### src/rtl/cpu_sequencer.sv
// FETCH/EXEC1/EXEC2 instruction-cycle sequencer for the teaching CPU: fetch handshake,
// run/single-step control, halt, fetch timeout and a retired-instruction counter.
module cpu_sequencer #(
  parameter int unsigned CNT_W    = 16,
  parameter int unsigned MAX_WAIT = 8
) (
  input  logic             clk,
  input  logic             reset_n,
  input  logic             run,
  input  logic             step,
  input  logic             mem_ack,
  input  logic             extra,
  input  logic             halt_instr,
  input  logic             clr_halt,
  output logic             fetch,
  output logic             exec1,
  output logic             exec2,
  output logic             mem_req,
  output logic             ir_load,
  output logic             pc_inc,
  output logic             retire,
  output logic             halted,
  output logic             timeout,
  output logic [CNT_W-1:0] instr_cnt
);

  localparam int unsigned WaitW = (MAX_WAIT < 2) ? 1 : $clog2(MAX_WAIT + 1);

  typedef enum logic [2:0] {
    StIdle,
    StFetch,
    StExec1,
    StExec2,
    StHalt
  } state_e;

  state_e             state_q;
  state_e             after_instr;
  logic               step_mode_q;
  logic [WaitW-1:0]   wait_cnt_q;
  logic [WaitW-1:0]   wait_inc;
  logic               wait_expired;
  logic               timeout_q;
  logic [CNT_W-1:0]   instr_cnt_q;

  assign wait_inc     = wait_cnt_q + 1'b1;
  // The cycle that would bring the no-ack count up to MAX_WAIT is the last FETCH cycle.
  assign wait_expired = (MAX_WAIT != 0) && (wait_inc == WaitW'(MAX_WAIT));
  assign after_instr  = (step_mode_q || !run) ? StIdle : StFetch;

  assign fetch   = (state_q == StFetch);
  assign exec1   = (state_q == StExec1);
  assign exec2   = (state_q == StExec2);
  assign halted  = (state_q == StHalt);
  assign mem_req = fetch;
  assign ir_load = fetch & mem_ack;
  assign pc_inc  = fetch & mem_ack;
  assign retire  = (exec1 & (halt_instr | ~extra)) | exec2;

  assign timeout   = timeout_q;
  assign instr_cnt = instr_cnt_q;

  always_ff @(posedge clk or negedge reset_n) begin
    if (!reset_n) begin
      state_q     <= StIdle;
      step_mode_q <= 1'b0;
      wait_cnt_q  <= '0;
      timeout_q   <= 1'b0;
      instr_cnt_q <= '0;
    end else begin
      if (retire) begin
        instr_cnt_q <= instr_cnt_q + 1'b1;
      end
      case (state_q)
        StIdle: begin
          if (run) begin
            state_q     <= StFetch;
            step_mode_q <= 1'b0;
          end else if (step) begin
            state_q     <= StFetch;
            step_mode_q <= 1'b1;
          end
        end
        StFetch: begin
          if (mem_ack) begin
            state_q    <= StExec1;
            wait_cnt_q <= '0;
          end else if (wait_expired) begin
            state_q    <= StHalt;
            timeout_q  <= 1'b1;
            wait_cnt_q <= '0;
          end else begin
            wait_cnt_q <= wait_inc;
          end
        end
        StExec1: begin
          if (halt_instr) begin
            state_q <= StHalt;
          end else if (extra) begin
            state_q <= StExec2;
          end else begin
            state_q <= after_instr;
          end
        end
        StExec2: state_q <= after_instr;
        StHalt: begin
          if (clr_halt) begin
            state_q   <= StIdle;
            timeout_q <= 1'b0;
          end
        end
        default: state_q <= StIdle;
      endcase
    end
  end

endmodule

### config.mk
export PLATFORM = sky130hd
export DESIGN_NAME = cpu_sequencer
export DESIGN_NICKNAME = d
export VERILOG_FILES = /design/src/rtl/cpu_sequencer.sv
export SDC_FILE = /design/constraint.sdc
export NUM_CORES = 1
export LEC_CHECK = 0
export CORE_MARGIN = 2
export CORE_UTILIZATION = 35
export DETAILED_ROUTE_END_ITERATION = 10
export GPL_TIMING_DRIVEN = 0
export PLACE_DENSITY = 0.72
export SYNTH_ARGS = -nofsm -noshare
export SYNTH_HDL_FRONTEND = slang
export SYNTH_SLANG_ARGS = --single-unit
### constraint.sdc
create_clock -name clk -period 1.8 [get_ports clk]
set_input_delay 0.45 -clock clk [delete_from_list [all_inputs] [get_ports clk]]
set_output_delay 0.45 -clock clk [all_outputs]
set_load 0.01 [all_outputs]
== After elaboration in Yosys (flattened, before gate mapping) ==
Cells that the tools add are included.
Storage, ports and cells
  register bits after elaboration: 25
  memories: 0
  bits of input ports: 8
  bits in writable memories: 0
  latch bits: 0
  bits in read-only memories: 0
Operators by class
  divide/modulo/power cells: 0
  shift operators: 0
  eq/ne operators: 10
  mux-type cells: 17
  multipliers: 0
  add/subtract/negate cells: 2
  reduce and logical (&&, ||, !) cells: 8
  bitwise operators: 5
  $lt $le $gt $ge: 0
Operators with widths (number)
  3-bit 2-to-1 mux: 6
  16-bit by 1-bit adder with 16-bit output, second input constant: 1
  3-bit one-hot mux with 5 select lines: 1
  4-bit 2-to-1 mux: 2
  3-bit by 2-bit == test with 1-bit output, second input constant: 2
  1-bit 2-to-1 mux: 6
  4-bit by 1-bit adder with 4-bit output, second input constant: 1
  4-bit == test, second input constant: 1
  2-bit != test, second input constant: 2
  4-bit AND reduction: 1
  2-bit nonzero test: 2
  3-bit by 1-bit == test with 1-bit output, second input constant: 1
  3-bit == test, second input constant: 1
  3-bit logical NOT: 1
  3-bit by 2-bit != test with 1-bit output, second input constant: 1
  3-bit != test, second input constant: 1
  3-bit AND reduction: 1
  1-bit AND: 2
  2-bit 2-to-1 mux: 1
  2-bit by 1-bit != test with 1-bit output, second input constant: 1
  1-bit bitwise OR: 2
  1-bit one-hot mux with 2 select lines: 1
  2-bit AND reduction: 1
  1-bit logical NOT: 1
  2 further kinds: 2

== Longest topological paths before layout ==
Gate-level depths: netlist (run 1).
  depth in word-level cells: 6
  gate-level depth with buffers: 6
  gate-level depth less buffers: 4

== Least setup slack after synthesis (run 1) ==
OpenSTA, ideal clock, no wires.
  path kind: register -> output
  start: reg state_q[1]
  end: out pc_inc
  arrival time: 1.454 ns
  setup slack: -0.104 ns
  stages on the path, launching flop included: 7
  path buffers: 3
  cell sequence: dfrtp_1 buf_6 or3b_1 buf_6 inv_1 and2_1 buf_4
Between the ends
  cells in the longest elaborated chain, start to end: 2
RTL lines
  start: declaration: RTL line 37  | state_e state_q;
  start signal: assignment: RTL line 65  | state_q <= StIdle;
  start signal: assignment: RTL line 77  | state_q <= StFetch;
  start signal: assignment: RTL line 80  | state_q <= StFetch;
  3-bit by 1-bit == test with 1-bit output: RTL line 51  | assign fetch = (state_q == StFetch);
  net fetch: RTL line 15  | output logic fetch,
  1-bit AND
  end: declaration: RTL line 20  | output logic pc_inc,
The timed path passes the listed nets, and every way through them passes these cells.

== Final worst setup path (run 1) ==
  start: reg state_q[0]
  end: out pc_inc
Between the ends
  cells in the longest elaborated chain, start to end: 2
RTL lines
  3-bit by 1-bit == test with 1-bit output: RTL line 51
  1-bit AND: RTL line 57  | assign pc_inc = fetch & mem_ack;
Every way passes these cells.

==> flow_summary.ini, run 1 <==
[timing]
hold_ws_ps = 479
rsz0062_at_grt = true
worstMarginPinSlew_ps = 1140
hold_viol = 0
slew_violations = 0
setup_ws_ps = -129
fmax_ghz = 0.518
setup_tns_ps = -502
finalSetupViolations = 5
fin_worst_skew_ps = 4.43
post-route-period-util = 1.07
relSlewSlack = 0.241
finalCriticalPeriod_ps = 1930

[placed_design]
io_buffers = 32
place.detailed.hpwl_um = 2060
preCtsSetupSlack_ps = -633
placed_area_sq_mm = 0.00173
place.gp.congestion = 0.817

[critical_path]
path_cells = buf_6, or3b_4, inv_4, and2_4, buf_6, buf_6
crit_slowest_cell = or3b_4
critPathLaunch = state_q[0]
worstPathMaxFanout = 2
worst_setup_path_end_kind = output port
slowest_delay_ps = 400
reg2reg_from = state_q[0]
critPathArrivalTime_ps = 1480
critPathMostFrequentCell = buf_6
crit_path_start_kind = flip-flop
required_ps = 1350
crit_type = flip-flop to output port

[pwr]
power_density_mw_per_mm2 = 1450
p_int_mw = 1.76
power_frac_seq = 0.334
p_switching_mw = 1.06
swShare = 0.375
peakVddDrop_uv = 776
p_leak_nw = 0.840
clkPwrFrac = 0.118
p_comb_frac = 0.548

[synthesis]
synthCells = 124
ys_async_sr_fraction = 1.00
ys_ff_latch = 25
ys_warn_count = 0
synth_area_sq_mm = 0.00134
syn-num-nets = 135
synth_edf_count = 0
avgSynthCellArea_sq_um = 10.8
synth-main-ff-cell = dfrtp_1
ys_seq_area_frac = 0.466
ys_types = 40

[floorplan]
ios = 33
die_h_um = 66.0
std_cell_rows = 22
die_area_sq_mm = 0.00435
start_util = 0.364
coreArea_sq_mm = 0.00369
dieWidth_um = 66.0

[global_routing]
grtUsageTotal = 0.144
grt_max_degree = 26
grt_use_met1 = 0.172
met3_usage = 0.0239
antenna_found_initial = 0
overflow = 0
grt_pass1_wl_um = 4890
first_global_vias = 1102
busiest_layer = met2
met2_usage = 0.266

[cells_and_area]
syn2layout_area_growth_pct = 45.0
fin_area_sq_mm = 0.00195
drive_gt1_frac = 0.318
seqCellArea_sq_um = 629
diodes = 0
fillers = 361
final_core_util = 0.528
multi_input_area_sq_um = 692
layout.nets = 188
layout.cells.most_common_list = clkdlybuf4s50_1, dfrtp_1, buf_6, buf_4, nand2_1

[routing]
ant_nets = 0
via_count = 1110
drt-initial-drc-count = 63
drtPass1Iterations = 4
viasPerCell = 4.96
wl_per_cell_um = 13.4
wl_um = 2990
post-route-drc-count = 0

[clocking]
cts.htree.levels = 1
cts_tree = built
cts_root_buf = clkbuf_8
clock_sinks = 25
cts_inserted_buffers = 3
clkTransAtPathRegs_ps = 90
clockBufferDepth = 2
clk_latency_ps = 260

[worst_hold_path]
hold_start = instr_cnt[15]
hold_path_class = flip-flop to flip-flop

[status]
status = finished, violations left
violations = setup timing

[flow_run]
maxCapViolations = 0
[power by group through the flow]
stage	Sequential, mW	Clock (mW)	Combinational [mW]
2_1_floorplan	0.951	0	0.702
3_3_place_gp	0.936	0	1.16
3_5_place_dp	0.952	0	1.20
4_1_cts	0.935	0.350	1.46
5_1_grt	0.965	0.388	1.68
6_report	0.940	0.333	1.54
[cells by family after synthesis]
logic type               count (synthesis)  synth area share
adder cells (fa/ha/maj)                  3            0.0279
AND/OR/NAND/NOR                         52             0.241
multiplexers                             3            0.0242
XOR/XNOR                                16             0.104
buffers and inverters                   10            0.0503
flip-flops                              25             0.466
AO/OA/AOI/OAI                           15            0.0866
[what timing repair did]
item | 4_1_cts | 5_1_grt
gates resized for setup | 47 | 12
setup endpoints to repair | 8 | 10
pin swaps | 4 | 6
setup buffers | 15 | 6
hold buffers | 0 | 0
[through the flow]
stage	cells	total power [mW]
2_1_floorplan	124	1.65
3_3_place_gp	204	2.10
3_5_place_dp	204	2.15
4_1_cts	222	2.74
5_1_grt	224	3.03
6_report	224	2.82
[synth_stat cells (all sizes together) (3+ instances only)]
cell   instances  area, sq um
nor3           6         35.0
dfrtp         25          626
ha             3         37.5
nand4          5         31.3
a21oi          4         20.0
and2           3         18.8
buf            5         48.8
inv            5         18.8
nor2           8         32.5
xnor2         11         96.3
xor2           5         43.8
nand2         12         45.0
nand3          6         30.0
[final cells by class]
cell class / instances / area share
Sequential cell: 25 / 0.323
Tap cell: 48 / 0.0308
Clock buffer: 3 / 0.0212
Inverter: 5 / 0.0109
Multi-Input combinational cell: 89 / 0.355
Buffer: 2 / 0.0116
Timing Repair Buffer: 51 / 0.243
Clock inverter: 1 / 0.00385
[final timing paths]
path	to	slack, ps	cells after the start
max	pc_inc	-130	6
min	instr_cnt[15]	480	1
min in group asynchronous	instr_cnt[6]	790	1
max in group asynchronous	instr_cnt[11]	260	1
min reg2reg	instr_cnt[15]	480	1
max reg2reg	instr_cnt[7]	90	8
[worst max-delay path, delay by kind of cell, from the launching register on]
| family | cells | cell delay [ps] |
|---|---|---|
| buffers and inverters | 4 | 320 |
| DFF | 1 | 350 |
| and+or+nand+nor | 2 | 540 |
[layer usage]
layer / share of wire / routed length [um]
met5: 0 / 0
met4: 0 / 0
met3: 0.052 / 155
met2: 0.52 / 1570
met1: 0.42 / 1270
[flip-flops by register name, summed over array words and instances, names as in the netlist]
name and flops:
instr_cnt 16, wait_cnt_q 4, state_q 3, step_mode_q 1, timeout 1
Note: power is estimated with default switching activity, not from simulation.
==> inputs of run 2 (changes only) <==
==> constraint.sdc (replaced) <==
create_clock -name clk -period 1.8 [get_ports clk]
set_input_delay 0.18 -clock clk [delete_from_list [all_inputs] [get_ports clk]]
set_output_delay 0.18 -clock clk [all_outputs]
set_load 0.01 [all_outputs]
==> run 2 against run 1 <==
Compared with the run above:
- the flow now finishes without violations
- count of clock-buffer cells in the layout unchanged
- cell area is 8.9% lower
- register-to-register slack gained 90 ps
- die area unchanged
- clock skew shrank 3.0 ps
- worst hold slack worse by 0.88 ps
==> flow_summary.ini, run 2 (synthesis results as in run 1) <==
[routing]
drt-initial-drc-count = 81
wl_um = 2760
post-route-drc-count = 0
via_count = 1041
wl_per_cell_um = 13.2
ant_nets = 0
drtPass1Iterations = 4
viasPerCell = 4.98

[cells_and_area]
fin_area_sq_mm = 0.00178
drive_gt1_frac = 0.174
syn2layout_area_growth_pct = 32.1
layout.nets = 173
largest_reg_flops = 16
layout.cells.most_common_list = clkdlybuf4s50_1, dfrtp_1, nand2_1
diodes = 0

[global_routing]
grt_pass1_wl_um = 4700
overflow = 0
grtUsageTotal = 0.139
first_global_vias = 1052
grt_max_degree = 26
antenna_found_initial = 0

[clocking]
cts_inserted_buffers = 3
clock_sinks = 25
clkTransAtPathRegs_ps = 90
clk_latency_ps = 270
holdBufCountCts = 0
clockBufferDepth = 2
cts_root_buf = clkbuf_8
cts_tree = built
cts.htree.levels = 1

[floorplan]
ios = 33
die_area_sq_mm = 0.00435
die_h_um = 66.0
coreArea_sq_mm = 0.00369
std_cell_rows = 22
dieWidth_um = 66.0
start_util = 0.364

[timing]
finalSetupViolations = 0
fin_worst_skew_ps = 1.38
fmax_ghz = 0.571
hold_viol = 0
worstMarginPinSlew_ps = 1140
relSlewSlack = 0.234
finalCriticalPeriod_ps = 1750
slew_violations = 0
rsz0062_at_grt = true
hold_ws_ps = 478
post-route-period-util = 0.972

[pwr]
p_comb_frac = 0.476
p_leak_nw = 0.767
power_density_mw_per_mm2 = 1370
p_int_mw = 1.50
p_switching_mw = 0.937
power_frac_seq = 0.386
total_power_mw = 2.44
peakVddDrop_uv = 583
clkPwrFrac = 0.138
swShare = 0.384

[critical_path]
reg2reg_from = wait_cnt_q[0]
worstPathMaxFanout = 10
critPathArrivalTime_ps = 1570
r2r_cells = 3
reg2reg_to = timeout
crit_type = flip-flop to output port
worst_setup_path_end_kind = output port
r2r_slack_ps = 180
required_ps = 1620
crit_path_start_kind = flip-flop

[placed_design]
io_buffers = 32
place.gp.congestion = 0.807
place.detailed.hpwl_um = 2090
placed_area_sq_mm = 0.00172

[worst_hold_path]
holdPathEnd = instr_cnt[15]
hold_start = instr_cnt[15]
min_path_cells = 1
hold_path_class = flip-flop to flip-flop

[status]
status = finished, final reports clean

[flow_run]
maxCapViolations = 0
==> run 2: changes by cell type in the layout (fill, tap and decap cells not counted), sizes merged <==
cell           delta
buf              -21
clkdlybuf4s15     +1
clkdlybuf4s50     +2
clkinv            +1
clkinvlp          -1
dlygate4sd2       +3
==> run 2: final cells by class <==
type / instances / area, sq um
fillers: 372 / 1910
multi-input cells: 89 / 664
flip-flops and latches: 25 / 627
repair buffers: 34 / 322
well taps: 48 / 60.1
clock buffers: 3 / 41.3
plain buffers: 4 / 37.5
inverters: 5 / 18.8
clock inverters: 1 / 5.00
==> run 2: worst max path at each step <==
stage          slack (ps)       to  depth (start not counted)        from
2_1_floorplan         170   pc_inc                          6  state_q[1]
3_3_place_gp         -240   pc_inc                          7  state_q[1]
5_1_grt               -10   pc_inc                          6  state_q[1]
6_report               50   pc_inc                          6  state_q[1]
4_1_cts                30  mem_req                          5  state_q[1]
3_5_place_dp         -270   pc_inc                          7  state_q[1]
==> run 2: through the flow <==
| stage | cells | setup slack, ps | util | TNS [ps] |
|---|---|---|---|---|
| after floorplan | 124 | 166 | - | 0 |
| after global placement | 204 | -240 | 0.467 | -566 |
| after detailed placement | 204 | -267 | 0.467 | -712 |
| after CTS | 209 | 27.2 | 0.480 | 0 |
| after global routing | 209 | -13.6 | 0.481 | -13.6 |
| final | 209 | 50.1 | 0.481 | 0 |
==> run 2: metal layers <==
layer	up-vias	track usage	wire, um
met5	-	0	0
met3	2	0.0256	162
met2	35	0.241	1390
met1	500	0.173	1190
li1	504	-	-
met4	0	0.0485	18
==> run 2: power groups by stage <==
stage	Sequential (mW)	Clock [mW]	Combinational [mW]
after floorplan	0.951	0	0.684
after global placement	0.935	0	1.14
after detailed placement	0.946	0	1.19
after CTS	0.938	0.350	1.17
after global routing	0.971	0.386	1.28
final	0.940	0.337	1.16
==> run 2: worst max-delay path: stages (launching register included) <==
cell and delay (ps):
dfrtp_1 380, buf_6 140, or3b_4 380, inv_2 70, and2_4 130, buf_4 90
buf_4 100
==> run 2: timing repair <==
item	4_1_cts	5_1_grt
cloned	0	0
setup endpoints to repair	8	2
pin swaps	2	0
setup buffers	2	0
resized for setup	18	3
==> inputs of run 3 (changes only) <==
--- a/config.mk
+++ b/config.mk
@@ -9,7 +9,9 @@
 export CORE_UTILIZATION = 35
 export DETAILED_ROUTE_END_ITERATION = 10
 export GPL_TIMING_DRIVEN = 0
+export HOLD_SLACK_MARGIN = 0.1
 export PLACE_DENSITY = 0.72
 export SYNTH_ARGS = -nofsm -noshare
 export SYNTH_HDL_FRONTEND = slang
 export SYNTH_SLANG_ARGS = --single-unit
+export TNS_END_PERCENT = 1
==> run 3 against run 2 <==
Compared with the run above:
- worst setup slack barely moved
- final cell count unchanged
- clock power hardly changed
- global-route usage barely moved
- sequential power hardly changed
- register-to-register slack hardly changed
- sequential share of layout area barely moved
- first-iteration DRC count unchanged
- critical path type unchanged
==> flow_summary.ini, run 3 (synthesis results as in run 1) <==
[timing]
relSlewSlack = 0.234
hold_ws_ps = 478
fin_worst_skew_ps = 1.38
setup_ws_ps = 50.0
fmax_ghz = 0.571
slew_violations = 0
setup_tns_ps = 0
finalSetupViolations = 0
finalCriticalPeriod_ps = 1750
worstMarginPinSlew_ps = 1140
hold_viol = 0
post-route-period-util = 0.972
rsz0062_at_grt = true

[pwr]
power_density_mw_per_mm2 = 1380
p_leak_nw = 0.767
peakVddDrop_uv = 586

[clocking]
cts_inserted_buffers = 3
clk_latency_ps = 270
clock_sinks = 25
clockBufferDepth = 2
holdBufCountCts = 0
cts.htree.levels = 1
cts_root_buf = clkbuf_8
cts_tree = built
clkTransAtPathRegs_ps = 90

[cells_and_area]
largest_reg_flops = 16
layout.nets = 173
syn2layout_area_growth_pct = 31.9
drive_gt1_frac = 0.180
diodes = 0
layout.cells.most_common_list = clkdlybuf4s50_1, dfrtp_1, nand2_1
fin_cells = 209

[routing]
post-route-drc-count = 0
wl_per_cell_um = 13.2
via_count = 1041
viasPerCell = 4.98
drtPass1Iterations = 4
drt-initial-drc-count = 81
ant_nets = 0
wl_um = 2760

[critical_path]
critPathArrivalTime_ps = 1570
slowest_delay_ps = 380
worst_setup_path_end_kind = output port
crit_path_start_kind = flip-flop
reg2reg_from = wait_cnt_q[0]
worstPathMaxFanout = 10
critPathLaunch = state_q[1]
critPathMostFrequentCell = buf_4
path_cells = buf_6, or3b_4, inv_2, and2_4, buf_4, buf_4
crit_type = flip-flop to output port
required_ps = 1620
crit_slowest_cell = dfrtp_1

[global_routing]
antenna_found_initial = 0
grtUsageTotal = 0.140
grt_pass1_wl_um = 4710
overflow = 0
grt_max_degree = 26
first_global_vias = 1054

[placed_design]
place.detailed.hpwl_um = 2090
io_buffers = 32
preCtsSetupSlack_ps = -267
place.gp.congestion = 0.807
dp.cells = 204

[floorplan]
coreArea_sq_mm = 0.00369
dieWidth_um = 66.0
start_util = 0.364
std_cell_rows = 22
die_h_um = 66.0
die_area_sq_mm = 0.00435
ios = 33

[flow_run]
maxCapViolations = 0

[worst_hold_path]
hold_path_class = flip-flop to flip-flop
hold_start = instr_cnt[15]

[status]
status = finished, final reports clean
run 3: per-stage QoR:
stage,instance area [sq um],utilization,total power [mW]
5_1_grt,1770,0.481,2.63
6_report,1770,0.481,2.44
4_1_cts,1780,0.482,2.47
3_5_place_dp,1720,0.467,2.13
2_1_floorplan,1340,-,1.63
3_3_place_gp,1720,0.467,2.08
run 3: power breakdown:
group	internal, mW	switching [mW]	leakage, nW
sequential	0.734	0.207	0.315
clock	0.155	0.182	0.0255
combinational	0.614	0.548	0.427
total	1.50	0.937	0.767
run 3: path summary, 6_finish.rpt:
kind                            endpoint  slack [ps]  cells past startpoint
min reg2reg                instr_cnt[15]         480                      1
max reg2reg                      timeout         180                      3
min in group asynchronous  instr_cnt[12]         520                      1
max in group asynchronous     state_q[2]         520                      1
min                        instr_cnt[15]         480                      1
max                               pc_inc          50                      6
run 3: cell type report:
cell class              instances  area [sq um]
clock inverters                 1          5.00
multi-input cells              89           664
flip-flops and latches         25           627
fillers                       373          1920
inverters                       5          18.8
clock buffers                   3          41.3
well taps                      48          60.1
plain buffers                   4          37.5
repair buffers                 34           319
run 3: metal layers:
layer  wire length (um)  share of wire  track usage  vias to the layer above
met4                 18         0.0065       0.0485                        0
li1                   -              -            -                      504
met3                162          0.059       0.0256                        2
met2               1390           0.50        0.241                       35
met5                  0              0            0                        -
met1               1190           0.43        0.174                      500
run 3: worst max-delay path: cells and delay by family (launching register included):
family,cells,cell delay (ps)
AND/OR/NAND/NOR,2,510
buffers and inverters,4,400
flip-flops,1,380
run 3: what timing repair did:
| item | 4_1_cts | 5_1_grt |
|---|---|---|
| gates resized for setup | 17 | 4 |
| endpoints found under the setup margin | 8 | 3 |
| pin swaps | 2 | 0 |
| setup buffers | 2 | 0 |
